--- config.mk ---
export PLATFORM = sky130hd
export DESIGN_NAME = vector_load_buffer
export DESIGN_NICKNAME = d
export VERILOG_FILES = /design/src/rtl/vector_load_buffer.sv
export SDC_FILE = /design/constraint.sdc
export NUM_CORES = 2
export LEC_CHECK = 0
export CAP_MARGIN = 5
export CORE_ASPECT_RATIO = 0.8
export CORE_UTILIZATION = 40
export CTS_BUF_LIST = sky130_fd_sc_hd__clkbuf_4 sky130_fd_sc_hd__clkbuf_8 sky130_fd_sc_hd__clkbuf_16
export DETAILED_ROUTE_END_ITERATION = 6
export SYNTH_ARGS = -nofsm -noshare
export SYNTH_HDL_FRONTEND = slang
export SYNTH_SLANG_ARGS = --single-unit
export TNS_END_PERCENT = 30
--- constraint.sdc ---
create_clock -name clk -period 1.95 [get_ports clk]
set_input_delay 0.39 -clock clk [delete_from_list [all_inputs] [get_ports clk]]
set_output_delay 0.39 -clock clk [all_outputs]
set_load 0.02 [all_outputs]
--- src/rtl/vector_load_buffer.sv ---
// Operand buffer for the MAC array. It fills from a multi-lane stream or from
// single-word writes, and presents a registered parallel snapshot of every entry.
module vector_load_buffer #(
   parameter int WIDTH   = 16,
   parameter int SIZE    = 64,
   parameter int LOGSIZE = 6,
   parameter int LANES   = 4
) (
   input  logic                     clk,
   input  logic                     reset,
   input  logic                     clear,
   input  logic                     s_valid,
   output logic                     s_ready,
   input  logic [LANES*WIDTH-1:0]   s_data,
   input  logic                     wr_en,
   input  logic [LOGSIZE-1:0]       wr_addr,
   input  logic [WIDTH-1:0]         wr_data,
   output logic                     load_done,
   output logic signed [WIDTH-1:0]  data_out [SIZE],
   output logic                     out_valid
);

   typedef enum logic {LOAD = 1'b0, FULL = 1'b1} state_t;

   state_t                   state_reg, state_next;
   logic [LOGSIZE-1:0]       ptr_reg;
   logic signed [WIDTH-1:0]  mem [SIZE];
   logic                     beat;
   logic                     last_beat;
   logic [SIZE-1:0]          stream_hit;
   logic [SIZE-1:0]          rand_hit;
   logic [SIZE*WIDTH-1:0]    lane_data;

   assign beat      = s_valid && s_ready;
   assign last_beat = (ptr_reg == LOGSIZE'(SIZE - LANES));

   // ptr is always lane-aligned, so entry gi can only be written by lane gi%LANES
   // of the beat whose base is gi rounded down to a lane boundary.
   generate
      for (genvar gi = 0; gi < SIZE; gi++) begin : g_entry
         assign stream_hit[gi] = beat && (ptr_reg == LOGSIZE'(gi - (gi % LANES)));
         assign rand_hit[gi]   = wr_en && (wr_addr == LOGSIZE'(gi));
         assign lane_data[gi*WIDTH +: WIDTH] = s_data[(gi % LANES)*WIDTH +: WIDTH];
      end
   endgenerate

   always_ff @(posedge clk) begin
      if (reset || clear) begin
         for (int i = 0; i < SIZE; i++) mem[i] <= '0;
      end else begin
         for (int i = 0; i < SIZE; i++) begin
            if (stream_hit[i])
               mem[i] <= lane_data[i*WIDTH +: WIDTH];
            else if (rand_hit[i])
               mem[i] <= wr_data;
         end
      end
   end

   always_ff @(posedge clk) begin
      if (reset || clear)
         ptr_reg <= '0;
      else if (beat)
         ptr_reg <= last_beat ? '0 : ptr_reg + LOGSIZE'(LANES);
   end

   // Snapshot of pre-edge contents; a clear still shows the old contents for one cycle.
   always_ff @(posedge clk) begin
      if (reset) begin
         for (int i = 0; i < SIZE; i++) data_out[i] <= '0;
         out_valid <= 1'b0;
      end else begin
         data_out  <= mem;
         out_valid <= load_done;
      end
   end

   always_ff @(posedge clk) begin
      if (reset)
         state_reg <= LOAD;
      else
         state_reg <= state_next;
   end

   always_comb begin
      state_next = state_reg;
      if (clear) begin
         state_next = LOAD;
      end else begin
         case (state_reg)
            LOAD:    if (beat && last_beat) state_next = FULL;
            FULL:    state_next = FULL;
            default: state_next = LOAD;
         endcase
      end
   end

   always_comb begin
      s_ready   = 1'b0;
      load_done = 1'b0;
      case (state_reg)
         LOAD:    s_ready   = !clear && !reset;
         FULL:    load_done = 1'b1;
         default: ;
      endcase
   end

endmodule
# [Word-level counts from Yosys, hierarchy flattened]
# Cells that the tools add are included.
[totals] ff_bits=2056 memories=0 latchBits=0 ram_bits=0 input_bits=91 romBits=0
[op_classes] bitwise_logic=1 order_cmp=0 multipliers=0 n_reduce_logical=152 n_addsub=1 div_mod_pow=0 shift=0 muxes=133 eq_ne=78
[op_table] operator="$mux 16" count=128
[op_table] operator="$eq 6x6->1 const B" count=40
[op_table] operator="$reduce_bool 2->1" count=64
[op_table] operator="$eq 6x5->1 const B" count=20
[op_table] operator="$logic_and 1x1->1" count=82
[op_table] operator="$eq 6x4->1 const B" count=10
[op_table] operator="$eq 6x3->1 const B" count=5
[op_table] operator="$eq 6x2->1 const B" count=2
[op_table] operator="$logic_not 6->1" count=2
[op_table] operator="$add 6x3->6 const B" count=1
[op_table] operator="$eq 6x1->1 const B" count=1
[op_table] operator="$mux 6" count=1
[op_table] operator="$mux 1" count=3
[op_table] operator="$logic_not 1->1" count=2
[op_table] operator="$pmux 1 s2" count=1
[op_table] operator="$reduce_or 2->1" count=1
[op_table] operator="$logic_or 1x1->1" count=1
[op_table] operator="$not 1->1" count=1

# [Depth between registers and ports, before layout]
[logic_depth] word_depth=7 mapped_depth=8 depth_no_buf=5

# [Least setup slack after synthesis]
# Ideal clock, no wire load.
[synth_path] kind="input port to output port" from="input port reset" to="output port s_ready" slack_ps=-146 t_arrival_ps=1706 stages=6 path_buffers=4 cell_sequence="clkbuf_1 > or2_2 > buf_2 > clkbuf_1 > clkbuf_1 > nor2_1"
[synth_between] elab_chain_cells=3
[synth_rtl] item="from (decl)" line_no="10" rtl="input logic reset,"
[synth_rtl] item="$logic_not 1->1" line_no="102" rtl="LOAD: s_ready = !clear && !reset;"
[synth_rtl] item="$logic_and 1x1->1" line_no="102"
[synth_rtl] item="$mux 1" line_no="101" rtl="case (state_reg)"
[synth_rtl] item="to (decl)" line_no="13" rtl="output logic s_ready,"
# Every way passes these cells.

# [Worst setup path after layout]
[layout_path] from="register state_reg" to="output port s_ready"
[layout_between] elab_chain_cells=1
[layout_rtl] item="from (decl)" line_no="25" rtl="state_t state_reg, state_next;"
[layout_rtl] item="from (signal assigned)" line_no="82" rtl="state_reg <= state_next;"
[layout_rtl] item="$mux 1" line_no="101"
# Every way passes these cells.

==> qor.txt <==
======================================================================================
Critical path class                                                       flip-flop to output pin
Number of buffers created by CTS                                                   198
Startpoint of the tightest hold check path                                  s_data[36]
Relative area change from synthesis to final layout                              36.7%
Detailed Routing Iterations Pass 1                                                   7
Register area                                                              41,300 um^2
All-layer global routing usage                                                   0.377
Kind of end point of the critical path                                      output pin
Final instance area                                                        96,000 um^2
Maximum level of the CTS H-tree                                                      4
Antenna violations before repair                                                    63
EDFF count, synth                                                                    0
Cell area after synthesis                                                  70,200 um^2
Site Rows                                                                          137
Peak Freq                                                                    0.511 GHz
Violations in the final reports                                           design-rule violations, negative setup slack
Fraction of post-synthesis cell area in the top cell type by area                0.586
Total number of clock tree sinks                                                 2,054
Unrepaired setup endpoints after global routing                                    yes
Final period demand of the worst path                                          1.96 ns
Total DRC errors in the routed layout                                               13
Die span in y                                                                   377 um
Data required time of the critical path                                        1.56 ns
Average footprint of a synthesized cell                                      9.79 um^2
Clock Path Buffers                                                                   3
Effective utilization at floorplan                                               0.403
FF+latch count, synth                                                            2,054
Number of filler instances in the final layout                                  14,972
Number of nets produced by synthesis                                             7,266
Crit Reg-Reg Startpoint                                                   state_reg$_SDFF_PP0_
Post-detailed-placement cell area                                          87,900 um^2
Number of slew-limit violations in the final report                                  0
Total area of multi-input combinational cells                              26,200 um^2
Ratio of final minimum period to clock period                                     1.00
Core Area                                                                 174,000 um^2
Path class of the lowest-slack min-delay path                             input pin to flip-flop
Vias in the first global route                                                  60,929
Worst setup startpoint                                                    state_reg$_SDFF_PP0_
Violation count after the first detailed-routing iteration                      10,830
Die outline area                                                          177,000 um^2
Synthesized instance count                                                       7,170
Global-route congestion overflow total                                               0
Reg clk slew, reported paths                                                   0.06 ns
Vias after detailed routing                                                     65,470
Source-to-sink clock delay at the later pin of the worst-skew pair             0.86 ns
Pin count of the biggest net entering global routing                               142
Setup slack on the worst flop-to-flop path                                     0.04 ns
Slew of the pin with the lowest slew margin                                    1.14 ns
Leakage power total                                                          0.0427 uW
Number of distinct standard cells referenced by the synthesized netlist             34
Fin worst setup slack                                                      -0.00708 ns
Areal power density over the cells                                         905 nW/um^2
Width of the die                                                                470 um
Hold Fails Final Rpt                                                                 0
Clock root cell                                                              clkbuf_16
Max-Cap Viols                                                                        0
Number of warnings reported in the yosys synthesis log                               0
Utilization after layout                                                         0.551
Startpoint Class                                                             flip-flop
Final-layout setup total negative slack                                    -0.00708 ns
Dominant cells by area after synthesis                                    dfxtp_1 59%, a221oi_1 13%, nor2b_1 9.2%
Top cell types by occurrence after synthesis                              2,054 x dfxtp_1, 1,062 x nor2_1, 1,028 x nor2b_1
Relative slew slack                                                              0.238
Number of setup violations in the final report                                       1
Sequential cell area fraction in the yosys report                                0.586
Detailed Route WL                                                           350,000 um
Last weighted congestion value of the routability-driven placer                  0.908
IO Pins                                                                          1,118
Fraction of final layout cells sized beyond drive strength 1                     0.172
Average detailed-routed wire length per instance                               32.7 um
TritonCTS clock tree                                                             built
CP Data Arrival Time                                                           1.57 ns
Dominant synthesized flop cell                                                 dfxtp_1
Worst slack on hold paths                                                    0.0604 ns
Most instantiated library cell after synthesis                                 dfxtp_1
Share of async-settable or async-resettable flops after synthesis                    0
Run status                                                                finished, violations left
HPWL reported at the end of detailed placement                              231,000 um
Largest vdd supply drop                                                         927 uV
Fin Clk Skew                                                                 0.0336 ns
First-pass GRT wire length                                                  475,000 um
Count of input and output buffers                                                1,117
Yosys top cell by area                                                         dfxtp_1
Remaining antenna violation count after routing                                      0
Detailed-route vias per instance                                                  6.12
# nets final                                                                     8,310
Largest fanout on the critical path                                                  5
======================================================================================
==> report_power, final <==
group	total, uW	switching [uW]	internal (uW)
clock	40100	17500	22600
combinational	4720	3450	1280
sequential	42100	63.2	42000
total	86900	21000	65900
==> area by class of cell <==
| type | count | area share |
|---|---|---|
| Sequential cell | 2054 | 0.430 |
| Antenna cell | 31 | 0.000808 |
| Multi-Input combinational cell | 4322 | 0.273 |
| Tap cell | 2293 | 0.0299 |
| Clock inverter | 84 | 0.00964 |
| Clock buffer | 275 | 0.0610 |
| Timing Repair Buffer | 1636 | 0.196 |
| Inverter | 2 | 0.0000782 |
==> what timing repair did <==
action | in CTS | in global routing
hold endpoints to repair | 18 | 0
setup buffers | 0 | 0
setup endpoints to repair | 1020 | 827
pin swaps | 0 | 13
hold buffers | 6 | 0
gates resized for setup | 1292 | 560
==> metal layers <==
| layer | up-vias | global-route usage | part of all wire |
|---|---|---|---|
| met5 | - | 0 | 0.00040 |
| met4 | 20 | 0.285 | 0.086 |
| met3 | 1226 | 0.102 | 0.12 |
| met2 | 5193 | 0.556 | 0.43 |
| met1 | 31635 | 0.470 | 0.37 |
| li1 | 27396 | - | - |
==> path summary, 6_finish.rpt <==
path,endpoint,depth (start not counted)
max,s_ready,3
min,mem[84]$_SDFFE_PP0P_,4
max reg2reg,mem[82]$_SDFFE_PP0P_,6
min reg2reg,data_out[116]$_SDFF_PP0_,1
==> worst max-delay path: stages, from the launching register on <==
cell     delay, ns
dfxtp_2       0.34
buf_8         0.15
nor2_4        0.10
buf_6         0.12
==> stage by stage <==
| step | total power [uW] | cells | worst slack (ns) |
|---|---|---|---|
| 2_1_floorplan | 44800 | 7170 | 0.0182 |
| 3_5_place_dp | 47500 | 10301 | -0.714 |
| 5_1_grt | 88800 | 10669 | -0.0487 |
| 6_report | 86900 | 10697 | -0.00708 |
| 3_3_place_gp | 47500 | 10301 | -0.621 |
| 4_1_cts | 86800 | 10666 | -0.264 |
==> cell usage in the layout, fill, tap and decap left out, types with 72 or more instances in the layout <==
cell / Yosys / final
nor3_1: 260 / 260
clkdlybuf4s15_2: 0 / 219
nor2_1: 1062 / 1028
buf_2: 220 / 99
dlymetal6s2s_1: 0 / 456
nand2_1: 82 / 82
dlygate4sd2_1: 0 / 176
clkbuf_16: 0 / 202
clkdlybuf4s15_1: 0 / 124
buf_4: 10 / 280
o21ai_1: 72 / 72
o21ai_0: 696 / 696
buf_12: 0 / 239
dfxtp_1: 2054 / 1939
dfxtp_2: 0 / 112
a221oi_1: 1024 / 1024
nor2b_1: 1028 / 1028
==> cells by family (layout without fill, tap and decap cells) <==
logic type / count (synthesis) / count (layout) / synth area share
AOI/OAI and AO/OA: 1793 / 1793 / 0.183
other: 0 / 31 / 0
xor gates and xnor gates: 3 / 3 / 0.000374
and+or+nand+nor: 2521 / 2521 / 0.183
DFF: 2054 / 2054 / 0.586
buffers and inverters: 794 / 1997 / 0.0470
adders and majority gates: 5 / 5 / 0.000891
Note: power is estimated with default switching activity, not from simulation.
